==> src/rtl/mult_div_unit.sv <==
// mult_div_unit -- MIPS-style HI/LO multiply/divide unit.
//
// Ports:
//   clk        rising-edge clock
//   reset      asynchronous active-high reset
//   start      request strobe, accepted only while idle
//   op[2:0]    0 MULT, 1 MULTU, 2 DIV, 3 DIVU, 4 MTHI, 5 MTLO, 6/7 ignored
//   operand_a  rs: dividend / multiplicand / MTHI-MTLO source
//   operand_b  rt: divisor / multiplier
//   busy       high while an iterative operation is in flight (registered)
//   done       one-cycle pulse after a MULT/DIV result lands in hi/lo (registered)
//   hi, lo     HI/LO result registers
//
// Configuration macro MULT_ITERATIVE_EN:
//   undefined -> MULT/MULTU use a single-cycle multiplier (result on the
//                accepting edge, no busy)
//   defined   -> MULT/MULTU run 32 shift-add steps with the same timing as
//                DIV/DIVU
// Divides always use a 32-step restoring divider on magnitudes, followed by
// a sign fixup in FINISH.
module mult_div_unit (
  input  logic        clk,
  input  logic        reset,
  input  logic        start,
  input  logic [2:0]  op,
  input  logic [31:0] operand_a,
  input  logic [31:0] operand_b,
  output logic        busy,
  output logic        done,
  output logic [31:0] hi,
  output logic [31:0] lo
);

  localparam logic [1:0] IDLE   = 2'd0;
  localparam logic [1:0] RUN    = 2'd1;
  localparam logic [1:0] FINISH = 2'd2;

  localparam logic [2:0] OP_MULT  = 3'd0;
  localparam logic [2:0] OP_MULTU = 3'd1;
  localparam logic [2:0] OP_DIV   = 3'd2;
  localparam logic [2:0] OP_DIVU  = 3'd3;
  localparam logic [2:0] OP_MTHI  = 3'd4;
  localparam logic [2:0] OP_MTLO  = 3'd5;

  logic [1:0]  state;
  logic [5:0]  cnt;
  // Shared datapath: for divide acc=partial remainder, q=dividend shifting
  // out / quotient shifting in, d=divisor. For iterative multiply acc=upper
  // product, q=multiplier shifting out / lower product shifting in,
  // d=multiplicand.
  logic [31:0] acc_r, q_r, d_r;
  logic [31:0] a_r;        // raw dividend, returned in hi on divide-by-zero
  logic        is_div, div_zero, neg_q, neg_r;

  // Operand decode at acceptance
  logic        sgn;
  logic [31:0] mag_a, mag_b;
  always_comb begin
    sgn   = (op == OP_MULT) || (op == OP_DIV);
    mag_a = (sgn && operand_a[31]) ? (32'd0 - operand_a) : operand_a;
    mag_b = (sgn && operand_b[31]) ? (32'd0 - operand_b) : operand_b;
  end

`ifndef MULT_ITERATIVE_EN
  // Single-cycle product: extend per signedness, the low 64 bits of the
  // 64x64 product are the exact two's-complement result.
  logic [63:0] ax, bx, prod;
  always_comb begin
    ax   = {{32{sgn & operand_a[31]}}, operand_a};
    bx   = {{32{sgn & operand_b[31]}}, operand_b};
    prod = ax * bx;
  end
`endif

  // One iteration step (divide or multiply)
  logic [32:0] rem_sh, sum;
  logic [31:0] acc_n, q_n;
  always_comb begin
    rem_sh = {acc_r, q_r[31]};
    sum    = {1'b0, acc_r} + (q_r[0] ? {1'b0, d_r} : 33'd0);
    acc_n  = acc_r;
    q_n    = q_r;
    if (is_div) begin
      // rem_sh < 2*d, so a successful subtract always fits in 32 bits
      if (rem_sh >= {1'b0, d_r}) begin
        acc_n = rem_sh[31:0] - d_r;
        q_n   = {q_r[30:0], 1'b1};
      end else begin
        acc_n = rem_sh[31:0];
        q_n   = {q_r[30:0], 1'b0};
      end
    end else begin
      acc_n = sum[32:1];
      q_n   = {sum[0], q_r[31:1]};
    end
  end

  // Sign fixup for FINISH
  logic [63:0] prod_mag, prod_fix;
  logic [31:0] quo_fix, rem_fix;
  always_comb begin
    prod_mag = {acc_r, q_r};
    prod_fix = neg_q ? (64'd0 - prod_mag) : prod_mag;
    quo_fix  = neg_q ? (32'd0 - q_r) : q_r;
    rem_fix  = neg_r ? (32'd0 - acc_r) : acc_r;
  end

  always_ff @(posedge clk or posedge reset) begin
    if (reset) begin
      state    <= IDLE;
      cnt      <= 6'd0;
      busy     <= 1'b0;
      done     <= 1'b0;
      hi       <= 32'd0;
      lo       <= 32'd0;
      acc_r    <= 32'd0;
      q_r      <= 32'd0;
      d_r      <= 32'd0;
      a_r      <= 32'd0;
      is_div   <= 1'b0;
      div_zero <= 1'b0;
      neg_q    <= 1'b0;
      neg_r    <= 1'b0;
    end else begin
      done <= 1'b0;
      case (state)
        IDLE: begin
          if (start) begin
            case (op)
              OP_MULT, OP_MULTU: begin
`ifdef MULT_ITERATIVE_EN
                acc_r  <= 32'd0;
                q_r    <= mag_b;
                d_r    <= mag_a;
                is_div <= 1'b0;
                neg_q  <= sgn & (operand_a[31] ^ operand_b[31]);
                cnt    <= 6'd0;
                busy   <= 1'b1;
                state  <= RUN;
`else
                hi   <= prod[63:32];
                lo   <= prod[31:0];
                done <= 1'b1;
`endif
              end
              OP_DIV, OP_DIVU: begin
                acc_r    <= 32'd0;
                q_r      <= mag_a;
                d_r      <= mag_b;
                a_r      <= operand_a;
                is_div   <= 1'b1;
                div_zero <= (operand_b == 32'd0);
                neg_q    <= sgn & (operand_a[31] ^ operand_b[31]);
                neg_r    <= sgn & operand_a[31];
                cnt      <= 6'd0;
                busy     <= 1'b1;
                state    <= RUN;
              end
              OP_MTHI: hi <= operand_a;
              OP_MTLO: lo <= operand_a;
              default: ;
            endcase
          end
        end
        RUN: begin
          acc_r <= acc_n;
          q_r   <= q_n;
          if (cnt == 6'd31) begin
            cnt   <= 6'd0;
            state <= FINISH;
          end else begin
            cnt <= cnt + 6'd1;
          end
        end
        FINISH: begin
          if (!is_div) begin
            hi <= prod_fix[63:32];
            lo <= prod_fix[31:0];
          end else if (div_zero) begin
            hi <= a_r;
            lo <= 32'hFFFF_FFFF;
          end else begin
            hi <= rem_fix;
            lo <= quo_fix;
          end
          busy  <= 1'b0;
          done  <= 1'b1;
          state <= IDLE;
        end
        default: state <= IDLE;
      endcase
    end
  end

endmodule

==> config.mk <==
export PLATFORM = sky130hd
export DESIGN_NAME = mult_div_unit
export DESIGN_NICKNAME = d
export VERILOG_FILES = /design/src/rtl/mult_div_unit.sv
export SDC_FILE = /design/constraint.sdc
export NUM_CORES = 2
export LEC_CHECK = 0
export BUFFER_PORTS_ARGS = -buffer_cell sky130_fd_sc_hd__buf_2
export CORE_MARGIN = 1.5
export CORE_UTILIZATION = 60
export CTS_BUF_LIST = sky130_fd_sc_hd__clkbuf_8
export CTS_CLUSTER_DIAMETER = 50
export CTS_CLUSTER_SIZE = 25
export DETAILED_ROUTE_END_ITERATION = 10
export PLACE_DENSITY = 0.86
export SETUP_SLACK_MARGIN = 0.1
export SLEW_MARGIN = 20
export SYNTH_ARGS = -nofsm -noshare
export SYNTH_HDL_FRONTEND = slang
export SYNTH_SLANG_ARGS = --single-unit
==> constraint.sdc <==
create_clock -name clk -period 6.45 [get_ports clk]
set_input_delay 1.29 -clock clk [delete_from_list [all_inputs] [get_ports clk]]
set_output_delay 1.29 -clock clk [all_outputs]
set_load 0.05 [all_outputs]
# After elaboration in Yosys (flattened, before gate mapping)
# Cells that the tools add are included.
# totals
reg_bits,206
inputBits,70
output_inout_bits,66
wordCells,97
# classes
n_addsub,8
mul,1
n_lt_le_gt_ge,1
n_eq_ne,13
n_mux,40
bitwise,4
n_reduce_logical,16
# op_table
cell,count
$mux 32,18
$pmux 32 s2,6
$sub 1x32->32 const A,4
$mul 33x33->64,1
$mux 64,1
$sub 1x64->64 const A,1
$add 32x32->33,1
$ge 33x32->1,1
$logic_not 32->1,1
$sub 32x32->32,1
$mux 6,3
$reduce_and 3->1,6
$pmux 6 s2,1
$add 6x1->6 const B,1
$eq 3x2->1 const B,2
$eq 3x3->1 const B,2
$eq 6x5->1 const B,1
$mux 2,3
$ne 3x1->1 const B,2
$mux 1,5
$ne 2x2->1 const B,2
$pmux 1 s2,2
$pmux 2 s2,1
$reduce_bool 2->1,2
11 further kinds,15

# Longest topological paths before layout
# depth
depth_word,7
mapped_depth,33
mapped_depth_nobuf,29

# Worst setup path before layout
# No wires, ideal clock.
# synth_path
kind,in2reg
startpoint,in op[0]
endpoint,reg hi[30]
setup_ps,82
arrival_time_ps,9178
t_required_ps,6368
slack_ps,-2810
cell_stages,31
n_path_buf,4
path_cell_list,nor2_1 -> and2_1 -> clkbuf_1 -> clkbuf_1 -> buf_1 -> nand2_1 -> inv_1 -> fa_1 -> inv_1 -> fa_1 -> inv_1 -> fa_1 -> fa_1 -> inv_1 -> fa_1 -> inv_1 -> fa_1 -> inv_1 -> fa_1 -> fa_1 -> inv_1 -> ha_1 -> clkbuf_1 -> and3_1 -> nand2_1 -> nor3_1 -> a21o_1 -> a21oi_1 -> a31oi_1 -> a2111o_1 -> a31oi_1
# synth_via
elab_chain_len,7
elab_cells_between_ends,14
classes_between,mul (1); eq/ne (4); mux (3); bitwise (2); reduce/logical (4)
# synth_rtl
item,line,rtl
"start, declared",25,"input logic [2:0] op,"
$eq 3x2->1 or $logic_not 3->1 (tied branches),"59, 129",
$logic_or 1x1->1,59,sgn = (op == OP_MULT) || (op == OP_DIV);
$and 1x1->1 (on tied branches),"69, 70",
$mul 33x33->64,71,prod = ax * bx;
$pmux 32 s2,129,case (op)
$mux 32,128,if (start) begin
$pmux 32 s2,126,case (state)
"end signal, assigned",141,hi <= prod[63:32];
"end signal, assigned",159,OP_MTHI: hi <= operand_a;
"end signal, assigned",177,hi <= prod_fix[63:32];
"end, declared",30,"output logic [31:0] hi,"
# Parallel ways exist; a longest one is shown, timed or not. The select of a mux whose other input is x is not followed.
# A chain may end at the register's enable or synchronous reset.

# Worst setup path after layout
# layout_path
startpoint,in op[2]
endpoint,reg hi[30]
# Same word-level chain as after synthesis.

==> results_dict.tcl <==
set metrics [dict create \
    holdPathStages 1 \
    setup_ws_ns -2.29 \
    synth_area_leader_cell "fa_1" \
    worst_pin_slew_ns 1.21 \
    globalRouteTotalUtil 0.435 \
    dieArea_um2 93300 \
    vias_per_cell 6.62 \
    cts_tree "yes" \
    yosysUniqueCellTypes 82 \
    hold_path_class "flip-flop to flip-flop" \
    first_global_vias 54000 \
    yosys_warnings 0 \
    drive_above_1_share 0.198 \
    synthAdderAreaFrac 0.475 \
    path_max_fanout 7 \
    cpLargestDelayFamily "adder cells" \
    avgSynthCellArea_um2 8.47 \
    gp_congestion 1.05 \
    drc 13 \
    period_minus_slack_ns 8.74 \
    path_buf_inv 7 \
    synth_top_family_by_area "adder cells" \
    clk_latency_ns 0.61 \
    clock_skew_ns 0.0362 \
    synth_top_area_frac 0.411 \
    synth_xor_area_frac 0.0370 \
    critPathKind "input port to flip-flop" \
    multiInputGateArea_um2 46000 \
    holdWs_ns 0.492 \
    dpl.hpwl_um 154000 \
    layout.cells.non_filler 8138 \
    ant_nets 0 \
    synth_compound_area_frac 0.104 \
    regArea_um2 5160 \
    rows 110 \
    die_height_um 305 \
    synth_cells 6482 \
    synth_ff_type "dfrtp_1" \
    synth_most_common_cell "inv_1" \
    ios 136 \
    start_util 0.608 \
    slew_headroom 0.196 \
    grt_max_degree 138 \
    syn-num-nets 7961 \
    syn_to_final_growth_pct 19.4 \
    cp.required_ns 6.99 \
    setup_tns_ns -85.84 \
    antenna_found_initial 16 \
    dr.pass1.iters 11 \
    clockRootBuffer "clkbuf_8" \
    h-tree-depth 1 \
    violations "DRC, setup timing" \
    die_w_um 305 \
    finalHoldViolations 0 \
    synth-async-reset-ratio 1.00 \
    grt_pass1_wl_um 309000 \
    setup_viol 53 \
    fmaxAchievable_mhz 114 \
    crit_path_frequent_cell "fa_1" \
    cp-start-kind "input port" \
    reg2reg_slack_ns 1.71 \
    gr-total-overflow 0 \
    dp_cells 7956 \
    holdPathEnd "lo[11]$_DFFE_PP0P_" \
    cp_slowest_cell "fa_2" \
    fillers 5485 \
    endpoint_kind "flip-flop" \
    worstReg2RegEnd "acc_r[30]$_DFFE_PP0P_" \
    synth-simple-area-share 0.165 \
    netlist_area_um2 54900 \
    synth.area.mux_share 0.0126 \
    pre_cts_ws_ns -2.59 \
    cts_buffers 17 \
    wl_per_cell_um 27.3 \
    layout.nets 8421 \
    ys_ff_latch 206 \
    coreArea_um2 90300 \
    synth_edf_count 0 \
    maxSlewViolCount 0 \
    status "finished, violations left" \
    num_vias 53900 \
    critPathArrivalTime_ns 9.29 \
    cts_sinks 206 \
    r2r_start "q_r[0]$_DFFE_PP0P_" \
    ys_seq_area_frac 0.0939 \
    portBuffers 135 \
    max_cap_viol_count 0 \
    synthTopCellsByCount "1204 x inv_1, 1150 x nand2_1, 1127 x fa_1" \
    clk_pin_slew_ns 0.15 \
    rr_worst_depth 13 \
    slowest_delay_ns 0.73 \
    hp-start "lo[11]$_DFFE_PP0P_" \
    drt-total-wl_um 222000 \
    synthTopCellsByArea "fa_1 41%, dfrtp_1 9.4%, inv_1 8.2%" \
    fin_crit_sh 1.36 \
    rsz0062_at_grt "true" \
    clockBufferDepth 3 \
    first_iter_violations 8737 \
]
==> how the worst max path moves through the flow <==
stage / cells past startpoint / slack [ns] / end / startpoint
after global placement: 25 / -2.45 / hi[7]$_DFFE_PP0P_ / operand_a[7]
after floorplan: 31 / -2.12 / hi[28]$_DFFE_PP0P_ / op[2]
after detailed placement: 26 / -2.59 / hi[17]$_DFFE_PP0P_ / operand_b[6]
after CTS: 31 / -1.64 / hi[25]$_DFFE_PP0P_ / op[0]
after global routing: 32 / -2.39 / hi[31]$_DFFE_PP0P_ / op[2]
final: 27 / -2.29 / hi[30]$_DFFE_PP0P_ / op[2]
==> registers in the layout, indices dropped and copies added (netlist names) <==
signal / count
busy: 1
cnt: 6
q_r: 32
hi: 32
neg_r: 1
neg_q: 1
lo: 32
is_div: 1
d_r: 32
state: 2
done: 1
a_r: 32
div_zero: 1
acc_r: 32
==> kinds of logic (layout without fill, tap and decap cells) <==
family          after synthesis  in the layout
buf+inv                    1635           2104
simple gates               2005           2005
compound gates              926            926
mux                          69             69
xor+xnor                    232            232
other cells                   0             11
fa+ha+maj                  1409           1409
flops                       206            206
==> layout make-up <==
cell class	count	area share
multi-input combinational	4641	0.702
timing repair buffer	868	0.121
sequential	206	0.0787
inverter	1208	0.0696
tap	1176	0.0225
clock buffer	17	0.00357
clock inverter	11	0.00313
antenna	11	0.000420
==> placed cells by master, fill, tap and decap left out, types with 27 or more instances in the layout <==
cell type,count
a21o_1,65
a21oi_1,176
a21oi_2,38
a31oi_1,32
and2_1,269
and2_4,27
buf_12,75
buf_2,89
buf_4,589
buf_6,91
dfrtp_1,205
fa_1,1066
fa_2,61
ha_1,237
ha_4,43
inv_1,1130
inv_2,66
mux2i_1,68
nand2_1,1128
nand2b_1,36
nand3_1,56
nor2_1,213
nor3_1,47
o21ai_0,244
o21ai_1,36
o21ai_2,30
xnor2_1,143
xor2_1,63
==> timing repair <==
| item | CTS | global route |
|---|---|---|
| buffers inserted | 78 | 63 |
| setup endpoints to repair | 55 | 55 |
| hold buffers | 0 | 0 |
| pin swaps | 274 | 220 |
| resized for setup | 398 | 225 |
| cloned | 7 | 2 |
| hold endpoints to repair | 0 | 0 |
==> worst reg2reg max path, delay by kind of cell (launching register included) <==
| kind | cells | cell delay (ns) |
|---|---|---|
| AO/OA/AOI/OAI | 9 | 2.46 |
| XOR/XNOR | 1 | 0.09 |
| adder cells (fa/ha/maj) | 1 | 0.34 |
| buffers and inverters | 1 | 0.87 |
| flip-flops | 1 | 0.46 |
| AND/OR/NAND/NOR | 1 | 0.41 |
==> routing by layer <==
layer	GRT usage	vias up	wire length, µm
li1	-	20800	-
met1	0.513	25700	67900
met2	0.661	5291	92400
met3	0.162	1999	37800
met4	0.300	18	23700
met5	0.00568	-	310
==> stage by stage <==
| stage | utilization | area, µm² |
|---|---|---|
| 2_1_floorplan | - | 56200 |
| 3_3_place_gp | 0.679 | 61300 |
| 3_5_place_dp | 0.679 | 61300 |
| 4_1_cts | 0.710 | 64100 |
| 5_1_grt | 0.726 | 65500 |
| 6_report | 0.726 | 65500 |
Power is left out: the tool's default activity adds up to more than one toggle a clock period on the data nets, which glitch-free logic cannot reach.
